**src/rtl/psum_column_port.sv**
```systemverilog
// Column <-> psum buffer endpoint: TX FIFO toward the buffer, RX FIFO (MODE2 only) back to the column.
// Packet = {valid, filter_idx[1:0], psum}; MODE1=0, MODE2=1. Optional macro PSUM_SEQ_CHECK_EN adds seq_err.

// Generic FIFO, registered pointers, head visible combinationally; push when full / pop when empty ignored.
module psum_fifo #(
   parameter int W     = 8,
   parameter int DEPTH = 4
) (
   input  logic         clk,
   input  logic         rst,
   input  logic         push,
   input  logic [W-1:0] push_dat,
   input  logic         pop,
   output logic [W-1:0] head,
   output logic         full,
   output logic         empty
);
   localparam int AW = $clog2(DEPTH);
   localparam logic [AW:0] FULL_CNT = (AW+1)'(DEPTH);

   logic [W-1:0]  mem [DEPTH];
   logic [AW-1:0] wr_ptr;
   logic [AW-1:0] rd_ptr;
   logic [AW:0]   count;
   logic          do_push;
   logic          do_pop;

   assign full    = (count == FULL_CNT);
   assign empty   = (count == '0);
   assign do_push = push && !full;
   assign do_pop  = pop && !empty;
   assign head    = mem[rd_ptr];

   always_ff @(posedge clk or posedge rst) begin
      if (rst) begin
         wr_ptr <= '0;
         rd_ptr <= '0;
         count  <= '0;
      end else begin
         if (do_push) wr_ptr <= wr_ptr + 1'b1;
         if (do_pop)  rd_ptr <= rd_ptr + 1'b1;
         case ({do_push, do_pop})
            2'b10:   count <= count + 1'b1;
            2'b01:   count <= count - 1'b1;
            default: count <= count;
         endcase
      end
   end

   // Storage is not reset; occupancy tracking makes stale entries invisible.
   always_ff @(posedge clk) begin
      if (do_push) mem[wr_ptr] <= push_dat;
   end
endmodule

module psum_column_port #(
   parameter int TX_DEPTH       = 4,
   parameter int RX_DEPTH       = 2,
   parameter int CNT_W          = 12,
   parameter int PSUM_DATA_SIZE = 16
) (
   input  logic                      clk,
   input  logic                      rst,
   input  logic                      start_conv,
   input  logic [1:0]                mode_in,
   input  logic [CNT_W-1:0]          psum_total,
   input  logic                      col_psum_valid,
   input  logic [PSUM_DATA_SIZE-1:0] col_psum,
   input  logic [1:0]                col_filter_idx,
   output logic                      col_psum_ready,
   output logic [PSUM_DATA_SIZE+2:0] psum_tx,
   input  logic                      psum_buffer_ack,
   input  logic [PSUM_DATA_SIZE+2:0] psum_rx,
   output logic                      pe_psum_ack,
   output logic                      acc_valid,
   output logic [PSUM_DATA_SIZE-1:0] acc_psum,
   output logic [1:0]                acc_filter_idx,
   input  logic                      acc_ready,
   output logic                      busy,
`ifdef PSUM_SEQ_CHECK_EN
   output logic                      seq_err,
`endif
   output logic                      done
);
   localparam int DW = PSUM_DATA_SIZE + 2;
   localparam logic [1:0] MODE1 = 2'd0;
   localparam logic [1:0] MODE2 = 2'd1;

   typedef enum logic [1:0] {IDLE = 2'd0, RUN = 2'd1, DRAIN = 2'd2} state_t;
   state_t state;
   state_t state_nxt;

   logic [1:0]       mode_q;
   logic [CNT_W-1:0] total_q;
   logic [CNT_W-1:0] tx_sent;
   logic [CNT_W-1:0] rx_got;
   logic             start_ok;
   logic             tx_done;
   logic             rx_done;

   logic             tx_push;
   logic             tx_pop;
   logic             tx_full;
   logic             tx_empty;
   logic             tx_vld;
   logic [DW-1:0]    tx_head;

   logic             rx_active;
   logic             rx_pop;
   logic             rx_full;
   logic             rx_empty;
   logic [DW-1:0]    rx_head;

   assign start_ok = start_conv && (state == IDLE);
   assign tx_done  = (tx_sent == total_q);
   assign rx_done  = (rx_got == total_q);

   always_ff @(posedge clk or posedge rst) begin
      if (rst) state <= IDLE;
      else     state <= state_nxt;
   end

   always_comb begin
      state_nxt = state;
      case (state)
         IDLE:    if (start_conv) state_nxt = RUN;
         RUN:     if (tx_done && ((mode_q != MODE2) || rx_done)) state_nxt = DRAIN;
         DRAIN:   state_nxt = IDLE;
         default: state_nxt = IDLE;
      endcase
   end

   always_comb begin
      busy = (state != IDLE);
      done = (state == DRAIN);
   end

   // Counters stop at the latched total so a late extra transfer cannot overrun completion.
   always_ff @(posedge clk or posedge rst) begin
      if (rst) begin
         mode_q  <= MODE1;
         total_q <= '0;
         tx_sent <= '0;
         rx_got  <= '0;
      end else if (start_ok) begin
         mode_q  <= mode_in;
         total_q <= psum_total;
         tx_sent <= '0;
         rx_got  <= '0;
      end else begin
         if (tx_pop && !tx_done)      tx_sent <= tx_sent + 1'b1;
         if (pe_psum_ack && !rx_done) rx_got  <= rx_got + 1'b1;
      end
   end

   assign col_psum_ready = !tx_full && (state != IDLE);
   assign tx_push        = col_psum_valid && col_psum_ready;
   assign tx_vld         = !tx_empty && (state == RUN);
   assign tx_pop         = tx_vld && psum_buffer_ack;
   assign psum_tx        = tx_vld ? {1'b1, tx_head} : '0;

   psum_fifo #(.W(DW), .DEPTH(TX_DEPTH)) u_tx_fifo (
      .clk      (clk),
      .rst      (rst),
      .push     (tx_push),
      .push_dat ({col_filter_idx, col_psum}),
      .pop      (tx_pop),
      .head     (tx_head),
      .full     (tx_full),
      .empty    (tx_empty)
   );

   // The buffer advances its filter pointer on every ack, so ack is strictly qualified by valid.
   assign rx_active   = (state == RUN) && (mode_q == MODE2);
   assign pe_psum_ack = psum_rx[DW] && !rx_full && rx_active;
   assign acc_valid   = !rx_empty;
   assign rx_pop      = acc_valid && acc_ready;
   assign {acc_filter_idx, acc_psum} = acc_valid ? rx_head : '0;

   psum_fifo #(.W(DW), .DEPTH(RX_DEPTH)) u_rx_fifo (
      .clk      (clk),
      .rst      (rst),
      .push     (pe_psum_ack),
      .push_dat (psum_rx[DW-1:0]),
      .pop      (rx_pop),
      .head     (rx_head),
      .full     (rx_full),
      .empty    (rx_empty)
   );

`ifdef PSUM_SEQ_CHECK_EN
   logic [1:0] exp_idx;

   always_ff @(posedge clk or posedge rst) begin
      if (rst) begin
         exp_idx <= 2'd0;
         seq_err <= 1'b0;
      end else if (start_ok) begin
         exp_idx <= 2'd0;
         seq_err <= 1'b0;
      end else if (pe_psum_ack) begin
         exp_idx <= exp_idx + 2'd1;
         if (psum_rx[DW-1 -: 2] != exp_idx) seq_err <= 1'b1;
      end
   end
`endif
endmodule
```
**config.mk**
```make
export PLATFORM = sky130hd
export DESIGN_NAME = psum_column_port
export DESIGN_NICKNAME = d
export VERILOG_FILES = /design/src/rtl/psum_column_port.sv
export SDC_FILE = /design/constraint.sdc
export NUM_CORES = 1
export LEC_CHECK = 0
export ABC_CLOCK_PERIOD_IN_PS = 2800
export BUFFER_PORTS_ARGS = -buffer_cell sky130_fd_sc_hd__buf_2
export CAP_MARGIN = 15
export CORE_ASPECT_RATIO = 1.1
export CORE_MARGIN = 3
export CORE_UTILIZATION = 35
export DETAILED_ROUTE_END_ITERATION = 7
export HOLD_SLACK_MARGIN = 0.08
export PLACE_DENSITY = 0.64
export SETUP_SLACK_MARGIN = 0.1
export SKIP_CTS_REPAIR_TIMING = 1
export SLEW_MARGIN = 20
export SYNTH_ARGS = -nofsm -noshare
export SYNTH_HDL_FRONTEND = slang
export SYNTH_SLANG_ARGS = --single-unit
```
**constraint.sdc**
```tcl
create_clock -name clk -period 2.8 [get_ports clk]
set_clock_uncertainty 0.15 [all_clocks]
set_input_delay 0.56 -clock clk [delete_from_list [all_inputs] [get_ports clk]]
set_output_delay 0.56 -clock clk [all_outputs]
set_load 0.005 [all_outputs]
```
==> metrics.txt, run 1 <==
fin crit share=between 90% and 100%; Post-DP HPWL=between 9000 and 10000 um; crit path time final=2.584 ns; Crit Path Class=reg -> out; leakage=3.334 nW; Slew HR=41.13%; Area Overhead vs Synth=20.22%; gr usage total=14.05%; largest net degree at the start of global routing=52; FF-to-FF path depth=10; Synth area leader=edfxtp_1; status=finished clean; RSZ-0062 raised after global routing=false; Sw Ratio=about a third; die footprint=21290 um^2; worst IR drop on VDD=0.6365 mV; Detailed Routing Iterations Pass 1=5; # setup viols final=0; Clk pwr share=25.9%; P per Cell Area=1028 nW/um^2; TritonCTS Sinks=159; ant diodes=0; commonest non-fill, non-tap cell in the layout=edfxtp_1; Reg2Reg Capture Point=u_tx_fifo.count[2]; gpl congestion=0.8636; sequential fraction of the synthesis area=65.96%; Root Driver=clkbuf_16; TritonCTS clock tree=yes; fmax=387.0 MHz; total number of vias=about 4.3k; initial antenna violation count=1; H-tree depth=4; Sw Pwr=2.801 mW; P_int=5.670 mW; area of the core=19160 um^2; final antenna-violating net count=0; ratio of cells with drive above 1 in the final layout=a little over a quarter; DR DRC count=0; actual slew at the worst max-slew pin=0.8831 ns; Worst Hold Class=in -> async; first-pass GRT wire length=23510 um; post-synthesis cell area=6852 um^2; Die X=139.4 um; grt ovf=0; die height=~150 um; synth unique cells=38; leading cell types in the layout, fill and taps excluded=108 x edfxtp_1, 98 x buf_2, 59 x nand2_1; starting density of the core=35.75%; drt via density=between 5 and 6; Rows=53; reg2reg start=state[1]; Synth top area share=47.33%; Max-Cap Viols=0; drt first-iter violations=251; critical-path maximum fanout=20; Clock Path Buffers=2; crit end category=output port; number of global-route vias before repair=about 4.6k; clock latency on the worst-skew pair=around 0.42 ns; post-DR wirelength/cell=16.87 um; Hold Vio Cnt, Final=0; Total Wirelength=14490 um; Post-Synthesis Cells=493; Startpoint Class=register; Avg Inst Size Synth=13.90 um^2; fin nets=between 600 and 700; fin cells=859; Reg clk slew, reported paths=0.06 ns; cts bufs inserted=17; quantity of I/O buffers inserted on ports=98; Worst EP required=2.09 ns; FF+latch count, synth=between 150 and 200; worst endpoint data arrival time=1.87 ns; Mapped Nets=approximately 560; top post-synthesis cells by area=edfxtp_1 47%, dfrtp_1 19%, mux4_2 5.9%; Ys Warns=0; dpl cells=827; reg-to-reg slack, setup=around 0.37 ns; Ports=99; setup TNS=0 ns; Post-Route Utilization=42.98%; Pins Over Slew Limit=0; combinational share of power=between 30% and 40%; Seq pwr share=40.8%
-- final cells by class --
class                           instances  area, um^2
Sequential cell                       159        4519
Inverter                               17       63.81
Tap cell                              247       309.0
Multi-Input combinational cell        290        2162
Clock inverter                         15       133.9
Timing Repair Buffer                  114       623.1
Clock buffer                           17       425.4
Fill cell                            1766       10930
-- stage by stage --
| stage | power, mW | hold WS [ns] | cell area, um^2 | setup slack, ns |
|---|---|---|---|---|
| 2_1_floorplan | 5.257 | 0.3062 | 6852 | 0.3618 |
| 3_3_place_gp | 6.258 | 0.3231 | 7677 | 0.5208 |
| 3_5_place_dp | 6.361 | 0.3431 | 7677 | 0.3694 |
| 4_1_cts | 8.595 | 0.1532 | 8237 | 0.1794 |
| 5_1_grt | 9.018 | 0.1537 | 8237 | 0.1476 |
| 6_report | 8.471 | 0.1553 | 8237 | 0.2162 |
-- kinds of logic (layout without fill, tap and decap cells) --
group | Yosys count | in the layout | share of synthesized area (%)
AND/OR/NAND/NOR | 161 | 161 | 11.67
AO/OA/AOI/OAI | 44 | 44 | 4.273
flip-flops | 159 | 159 | 65.96
adder cells (fa/ha/maj) | 9 | 9 | 1.753
buffers and inverters | 44 | 163 | 2.593
XOR/XNOR | 35 | 35 | 4.474
multiplexers | 41 | 41 | 9.277
-- registers in the layout (all words and copies together) (netlist names) --
signal	flops
u_rx_fifo.count	2
mode_q	2
u_rx_fifo.wr_ptr	1
u_tx_fifo.wr_ptr	2
u_rx_fifo.mem	36
state	2
rx_got	12
tx_sent	12
total_q	12
u_tx_fifo.count	3
u_tx_fifo.mem	72
u_rx_fifo.rd_ptr	1
u_tx_fifo.rd_ptr	2
-- cell usage after synthesis, drive strengths merged --
master and instances:
nor2b 3, o31ai 12, nor3 3, xnor2 19
nor2 25, and2 3, nand2 59, or4 6
a21oi 9, clkbuf 21, nor4 6, o31a 1
or2 1, buf 6, mux2i 23, o211ai 6
and2b 1, and4 2, ha 8, nand4 7
nand2b 1, inv 17, edfxtp 108, dfrtp 51
a31oi 1, nand3 12, o311a 1, fa 1
or3 7, o21ai 9, mux4 18, o21a 1
and3 25, o311ai 4, xor2 16
-- power by group through the flow --
stage	registers [mW]	clock network, mW	logic (mW)
after global routing	3.52	2.35	3.16
final	3.45	2.20	2.82
after CTS	3.46	2.25	2.88
after detailed placement	3.50	0	2.86
after floorplan	3.37	0	1.88
after global placement	3.47	0	2.79
-- worst max-delay path, cell delays in order (launching register included) --
cell and delay, ns:
dfrtp_1 0.37, buf_12 0.21, mux4_2 0.53, and3_1 0.21
buf_2 0.13
-- routing by layer --
| metal | GRT usage, % | routed length [um] |
|---|---|---|
| met5 | 0 | 11 |
| met4 | 3.821 | 145 |
| met3 | 5.807 | 1116 |
| met2 | 23.24 | 7159 |
| met1 | 17.03 | 6060 |
-- worst max path at each step --
stage	from	to	slack, ns	depth (start not counted)
6_report	u_tx_fifo.rd_ptr[0]	psum_tx[0]	0.22	4
5_1_grt	u_tx_fifo.rd_ptr[0]	psum_tx[11]	0.15	4
4_1_cts	u_tx_fifo.rd_ptr[0]	psum_tx[0]	0.18	4
3_5_place_dp	state[1]	u_tx_fifo.count[2]	0.37	10
3_3_place_gp	psum_rx[18]	rx_got[9]	0.52	6
2_1_floorplan	state[1]	u_rx_fifo.mem[0][0]	0.36	6
(Power assumes the default switching activity.)
==> run 2, diff against run 1 <==
--- a/config.mk
+++ b/config.mk
@@ -9,8 +9,9 @@
 export BUFFER_PORTS_ARGS = -buffer_cell sky130_fd_sc_hd__buf_2
 export CAP_MARGIN = 15
 export CORE_ASPECT_RATIO = 1.1
-export CORE_MARGIN = 3
+export CORE_MARGIN = 2
 export CORE_UTILIZATION = 35
+export CTS_CLUSTER_DIAMETER = 60
 export DETAILED_ROUTE_END_ITERATION = 7
 export HOLD_SLACK_MARGIN = 0.08
 export PLACE_DENSITY = 0.64
==> metrics.txt, run 2 (same netlist as run 1, synthesis figures left out) <==
largest net degree at the start of global routing=26 (was 52); Clock Path Buffers=2 (unchanged); post-DR wirelength/cell=16.77 um (was 16.87 um); P_int=6.029 mW (was 5.670 mW); TritonCTS Sinks=159 (unchanged); DR DRC count=0 (unchanged); P per Cell Area=1055 nW/um^2 (was 1028 nW/um^2); status=finished clean (unchanged); Final Power=8.803 mW (was 8.471 mW); Slew HR=37.59% (was 41.13%); number of global-route vias before repair=4516 (was 4586); Pins Over Slew Limit=0 (unchanged); final antenna-violating net count=0 (unchanged); cts bufs inserted=17 (unchanged); grt ovf=0 (unchanged); Max-Cap Viols=0 (unchanged); die footprint=20710 um^2 (was 21290 um^2); drt via density=5.001 (was 5.023); reg-to-reg slack, setup=0.41 ns (was 0.37 ns); crit-path cells=buf_12 > mux4_2 > and3_1 > buf_2 (unchanged); CP max stage delay=0.52 ns (was 0.53 ns); gpl congestion=0.8662 (was 0.8636); commonest non-fill, non-tap cell in the layout=edfxtp_1 (unchanged); initial antenna violation count=1 (unchanged); # setup viols final=0 (unchanged); worst endpoint data arrival time=1.86 ns (was 1.87 ns); fin nets=667 (was 665); worst IR drop on VDD=0.5057 mV (was 0.6365 mV); Reg clk slew, reported paths=0.07 ns (was 0.06 ns); Post-DP HPWL=9799 um (was 9682 um); total number of vias=4311 (was 4315); RSZ-0062 raised after global routing=false (unchanged); drt first-iter violations=194 (was 251); fin crit share=91.91% (was 92.28%); gr usage total=14.78% (was 14.05%); Worst Hold Class=in -> reg (was in -> async); critical-path maximum fanout=20 (unchanged); Filler Cell Count=1723 (was 1766); hold_sp=psum_total[10]; Hold Path End=total_q[10]; setup TNS=0 ns (unchanged); combinational share of power=32.2% (was 33.3%); Startpoint Class=register (unchanged); Largest regs=u_tx_fifo.mem x72, u_rx_fifo.mem x36 (unchanged); reg2reg start=state[1] (unchanged); actual slew at the worst max-slew pin=0.9362 ns (was 0.8831 ns); Root Driver=clkbuf_16 (unchanged); Reg2Reg Capture Point=u_tx_fifo.count[2] (unchanged); ratio of cells with drive above 1 in the final layout=27.36% (was 27.29%); H-tree depth=4 (unchanged); CP max-delay cell=mux4_2 (unchanged); dpl cells=828 (was 827); Ports=99 (unchanged); starting density of the core=35.75% (unchanged); Worst EP required=2.09 ns (about the same); max FFs per register=72 (unchanged); Hold Vio Cnt, Final=0 (unchanged); die height=150.7 um (was 152.7 um); Rows=53 (unchanged); quantity of I/O buffers inserted on ports=98 (unchanged); fmax=388.6 MHz (was 387.0 MHz); Area Overhead vs Synth=21.75% (was 20.22%); crit path buf inv count=2 (unchanged); crit path time final=2.573 ns (was 2.584 ns); Detailed Routing Iterations Pass 1=4 (was 5); leakage=3.390 nW (was 3.334 nW); Seq pwr share=39.3% (was 40.8%); hold path depth=3; Crit Path Class=reg -> out (unchanged); first-pass GRT wire length=23180 um (was 23510 um); Setup WS post-layout=0.2266 ns (was 0.2162 ns); Clk pwr share=28.6% (was 25.9%); leading cell types in the layout, fill and taps excluded=108 x edfxtp_1, 98 x buf_2, 59 x nand2_1 (unchanged); area of the core=19160 um^2 (unchanged); CP top delay family=multiplexers (unchanged); Total Wirelength=14460 um (was 14490 um); worst slack at placement=0.3605 ns (was 0.3694 ns); clock latency on the worst-skew pair=0.43 ns (was 0.42 ns); crit end category=output port (unchanged); TritonCTS clock tree=yes (unchanged); Sw Ratio=31.51% (was 33.06%); Biggest register=u_tx_fifo.mem (unchanged); Sw Pwr=2.774 mW (was 2.801 mW); FF-to-FF path depth=10 (unchanged); fin cells=862 (was 859); Die X=137.4 um (was 139.4 um)
run 2: changes by cell type in the layout (fill, tap and decap cells not counted), sizes merged:
| cell | previous run | this run |
|---|---|---|
| bufinv | 1 | 5 |
| diode | 0 | 1 |
| clkinvlp | 4 | 1 |
| clkbuf | 17 | 19 |
| clkinv | 4 | 5 |
| dlygate4sd3 | 0 | 1 |
| inv | 23 | 19 |
| buf | 114 | 115 |
run 2: power by group through the flow:
stage,logic [mW],clock network (mW),registers [mW]
finish,2.83,2.51,3.46
global route,3.18,2.67,3.51
CTS,2.89,2.56,3.46
detailed placement,2.86,0,3.50
global placement,2.80,0,3.47
floorplan,1.88,0,3.37
run 2: worst max path at each step:
stage,start,to,slack [ns],cells after the start
floorplan,state[1],u_rx_fifo.mem[0][0],0.36,6
global placement,psum_rx[18],rx_got[9],0.53,6
detailed placement,state[1],u_tx_fifo.count[2],0.36,10
CTS,u_tx_fifo.rd_ptr[0],psum_tx[13],0.18,4
global route,u_tx_fifo.rd_ptr[0],psum_tx[12],0.14,4
finish,u_tx_fifo.rd_ptr[0],psum_tx[6],0.23,4
run 2: area by class of cell:
type / instances / area [um^2] / share of cell area (%)
Timing Repair Buffer: 116 / 640.6 / 7.680
Inverter: 17 / 63.81 / 0.7650
Multi-Input combinational cell: 290 / 2162 / 25.92
Antenna cell: 1 / 2.502 / 0.03000
Clock inverter: 13 / 211.5 / 2.535
Sequential cell: 159 / 4519 / 54.18
Tap cell: 247 / 309.0 / 3.705
Clock buffer: 19 / 432.9 / 5.190
run 2: routing by layer:
metal | GRT usage, % | part of all wire (%) | vias up
li1 | - | - | 2035
met1 | 18.47 | 43 | 2141
met2 | 23.98 | 49 | 117
met3 | 5.488 | 6.6 | 18
met4 | 4.381 | 1.0 | 0
met5 | 0 | 0 | -
run 2: through the flow:
step / utilization [%] / area (um^2) / hold WS, ns
final: 43.53 / 8342 / 0.1702
after global placement: 40.09 / 7682 / 0.3226
after floorplan: - / 6852 / 0.3062
after CTS: 43.45 / 8327 / -0.007863
after global routing: 43.51 / 8339 / 0.1530
after detailed placement: 40.09 / 7682 / 0.3432
run 2: worst reg2reg max path, stage by stage, from the launching register on:
cell and delay [ns]:
dfrtp_1 0.43, nor2_2 0.22, a31oi_1 0.14, and2_1 0.26
inv_1 0.07, ha_1 0.16, inv_1 0.06, fa_1 0.37
xor2_1 0.15, nor2_1 0.14, xor2_1 0.17
==> run 3, diff against run 2 <==
--- a/config.mk
+++ b/config.mk
@@ -5,7 +5,8 @@
 export SDC_FILE = /design/constraint.sdc
 export NUM_CORES = 1
 export LEC_CHECK = 0
-export ABC_CLOCK_PERIOD_IN_PS = 2800
+export ABC_AREA = 1
+export ABC_CLOCK_PERIOD_IN_PS = 2100
 export BUFFER_PORTS_ARGS = -buffer_cell sky130_fd_sc_hd__buf_2
 export CAP_MARGIN = 15
 export CORE_ASPECT_RATIO = 1.1
@@ -14,7 +15,7 @@
 export CTS_CLUSTER_DIAMETER = 60
 export DETAILED_ROUTE_END_ITERATION = 7
 export HOLD_SLACK_MARGIN = 0.08
-export PLACE_DENSITY = 0.64
+export PLACE_DENSITY = 0.66
 export SETUP_SLACK_MARGIN = 0.1
 export SKIP_CTS_REPAIR_TIMING = 1
 export SLEW_MARGIN = 20
==> constraint.sdc (replaced) <==
create_clock -name clk -period 2.1 [get_ports clk]
set_clock_uncertainty 0.15 [all_clocks]
set_input_delay 0.42 -clock clk [delete_from_list [all_inputs] [get_ports clk]]
set_output_delay 0.42 -clock clk [all_outputs]
set_load 0.005 [all_outputs]
==> metrics.txt, run 3 <==
status=finished, violations left (was finished clean); failing checks=setup timing; most used cell, CP=buf_6; Rows=56 (was 53); CP top delay family=simple AND/OR/NAND/NOR gates (was multiplexers); Detailed Routing Iterations Pass 1=5 (was 4); DR DRC count=0 (unchanged); crit path time final=roughly 2.2 ns; die footprint=22590 um^2 (was 20710 um^2); ratio of cells with drive above 1 in the final layout=27.94% (was 27.36%); fin crit share=106.6%; Worst Setup EP=pe_psum_ack (was psum_tx[6]); CP max stage delay=0.40 ns (was 0.52 ns); die height=157.5 um (was 150.7 um); Reg clk slew, reported paths=0.06 ns (was 0.07 ns); gpl congestion=0.8452 (was 0.8662); Startpoint Class=register (unchanged); Hold Vio Cnt, Final=0 (unchanged); Root Driver=clkbuf_16 (unchanged); crit-path cells=inv_2 > nand2_2 > buf_6 > nor3_4 > and3_4 > buf_8 > buf_6 (was buf_12 > mux4_2 > and3_1 > buf_2); fin nets=999 (was 667); Max-Cap Viols=0 (unchanged); cts bufs inserted=17 (unchanged); first-pass GRT wire length=25600 um (was 23180 um); Main synth FF type=edfxtp_1 (unchanged); number of global-route vias before repair=5256 (was 4516); RSZ-0062 raised after global routing=true (was false); Post-Route Utilization=46.87% (was 43.53%); Synth top area share=43.29% (was 47.33%); reg-to-reg slack, setup=0.03 ns (was 0.41 ns); Synth area leader=edfxtp_1 (unchanged); total number of vias=5721 (was 4311); FF-to-FF path depth=12 (was 10); Total Wirelength=17580 um (was 14460 um); starting density of the core=35.41% (was 35.75%); gr usage total=14.57% (was 14.78%); Largest regs=u_tx_fifo.mem x72, u_rx_fifo.mem x36 (unchanged); critical-path maximum fanout=6 (was 20); # setup viols final=30 (was 0); Area Overhead vs Synth=32.38% (was 21.75%); top post-synthesis cells by area=edfxtp_1 43%, dfrtp_1 17%, nand2_1 8.4% (was edfxtp_1 47%, dfrtp_1 19%, mux4_2 5.9%); Worst EP required=1.53 ns (was 2.09 ns); H-tree depth=4 (unchanged); largest net degree at the start of global routing=52 (was 26); quantity of I/O buffers inserted on ports=98 (unchanged); Pins Over Slew Limit=0 (unchanged); TritonCTS clock tree=yes (unchanged); Post-Synthesis Cells=760 (was 493); drt first-iter violations=320 (was 194); crit end category=output port (unchanged); sequential fraction of the synthesis area=60.32% (was 65.96%); Synth top cells by count=167 x nand2_1, 116 x nor2_1, 108 x edfxtp_1 (was 108 x edfxtp_1, 59 x nand2_1, 51 x dfrtp_1); Ports=99 (unchanged); Clock Path Buffers=2 (unchanged); fmax=446.7 MHz; CP max-delay cell=dfrtp_1 (was mux4_2); Setup WS post-layout=-0.1388 ns (was 0.2266 ns); area of the core=21160 um^2 (was 19160 um^2); Ys Warns=0 (unchanged); most frequent cell after synthesis=nand2_1 (was edfxtp_1); Crit Path Class=reg -> out (unchanged); post-DR wirelength/cell=14.23 um (was 16.77 um); worst IR drop on VDD=0.5873 mV (was 0.5057 mV); Mapped Nets=826 (was 559); Slew HR=77.43% (was 37.59%); final antenna-violating net count=0 (unchanged); Die X=143.5 um (was 137.4 um); post-synthesis cell area=7492 um^2 (was 6852 um^2); ant diodes=0 (was 1); Reg2Reg Capture Point=u_tx_fifo.count[2] (unchanged); P per Cell Area=1217 nW/um^2 (was 1055 nW/um^2); Worst Hold Class=in -> reg (unchanged); leakage=4.231 nW (was 3.390 nW); drt via density=4.632 (was 5.001); TritonCTS Sinks=159 (unchanged); initial antenna violation count=0 (was 1); Avg Inst Size Synth=9.858 um^2 (was 13.90 um^2); Post-synth EDFFs=108 (unchanged); commonest non-fill, non-tap cell in the layout=nand2_1 (was edfxtp_1); grt ovf=0 (unchanged); stages on the worst setup path=7 (was 4); Biggest register=u_tx_fifo.mem (unchanged); synth unique cells=33 (was 38); actual slew at the worst max-slew pin=0.3373 ns (was 0.9362 ns); worst endpoint data arrival time=1.67 ns (was 1.86 ns); crit path launch=state[1] (was u_tx_fifo.rd_ptr[0]); Post-DP HPWL=10660 um (was 9799 um); clock latency on the worst-skew pair=0.43 ns (about the same); setup TNS=-1.383 ns (was 0 ns); leading cell types in the layout, fill and taps excluded=151 x nand2_1, 111 x nor2_1, 108 x edfxtp_1 (was 108 x edfxtp_1, 98 x buf_2, 59 x nand2_1); Synth async-reset ratio=32.08% (unchanged); FF+latch count, synth=159 (unchanged); reg2reg start=state[1] (unchanged); max FFs per register=72 (unchanged); crit path buf inv count=4 (was 2)
## run 3: where the power goes
part	switching (mW)	leakage, nW	internal (mW)
Clock	1.26	0.261	1.63
Combinational	2.52	2.36	2.15
Sequential	0.458	1.61	4.06
## run 3: metal layers
layer / track usage, % / wire [um]
met5: 0 / 0
met4: 5.089 / 274
met1: 18.30 / 7827
met3: 3.286 / 537
met2: 24.72 / 8938
## run 3: cell type report
| class | count | area (um^2) |
|---|---|---|
| repair buffers | 188 | 1495 |
| repair inverters | 3 | 22.52 |
| inverters | 70 | 274.0 |
| clock inverters | 13 | 116.4 |
| clock buffers | 18 | 429.2 |
| flip-flops and latches | 159 | 4527 |
| fillers | 1947 | 11240 |
| multi-input cells | 494 | 2691 |
| well taps | 290 | 362.8 |
## run 3: worst min path at each step
stage,startpoint,endpoint,slack (ns),cells after the start
floorplan,u_rx_fifo.count[1],u_rx_fifo.count[1],0.32,1
global placement,rst,rx_got[3],0.35,3
detailed placement,rst,rx_got[3],0.35,3
CTS,rst,rx_got[10],-0.12,3
global route,col_psum[3],u_tx_fifo.mem[1][3],0.08,1
finish,psum_total[10],total_q[10],0.08,2
## run 3: per-stage QoR
stage	setup slack (ns)	area, um^2	hold slack [ns]	power [mW]	cells
global placement	0.07105	8456	0.3455	8.176	1142
finish	-0.1388	9918	0.08241	12.07	1235
detailed placement	0.007435	8456	0.3478	8.260	1142
global route	-0.2149	9918	0.08166	12.87	1235
CTS	-0.2607	9001	-0.1167	11.17	1173
floorplan	-0.1482	7513	0.3184	6.808	760
## run 3: worst register-to-register path, delay by kind of cell, from the launching register on
family	cells	cell delay, ns
compound gates	3	0.27
xor+xnor	1	0.12
fa+ha+maj	2	0.51
buf+inv	4	0.34
flops	1	0.40
simple gates	2	0.17
## run 3: cells by family after synthesis
family	synth area share [%]
compound gates	6.129
xor+xnor	3.373
fa+ha+maj	1.603
buf+inv	6.663
flops	60.32
mux	0.7514
simple gates	21.16
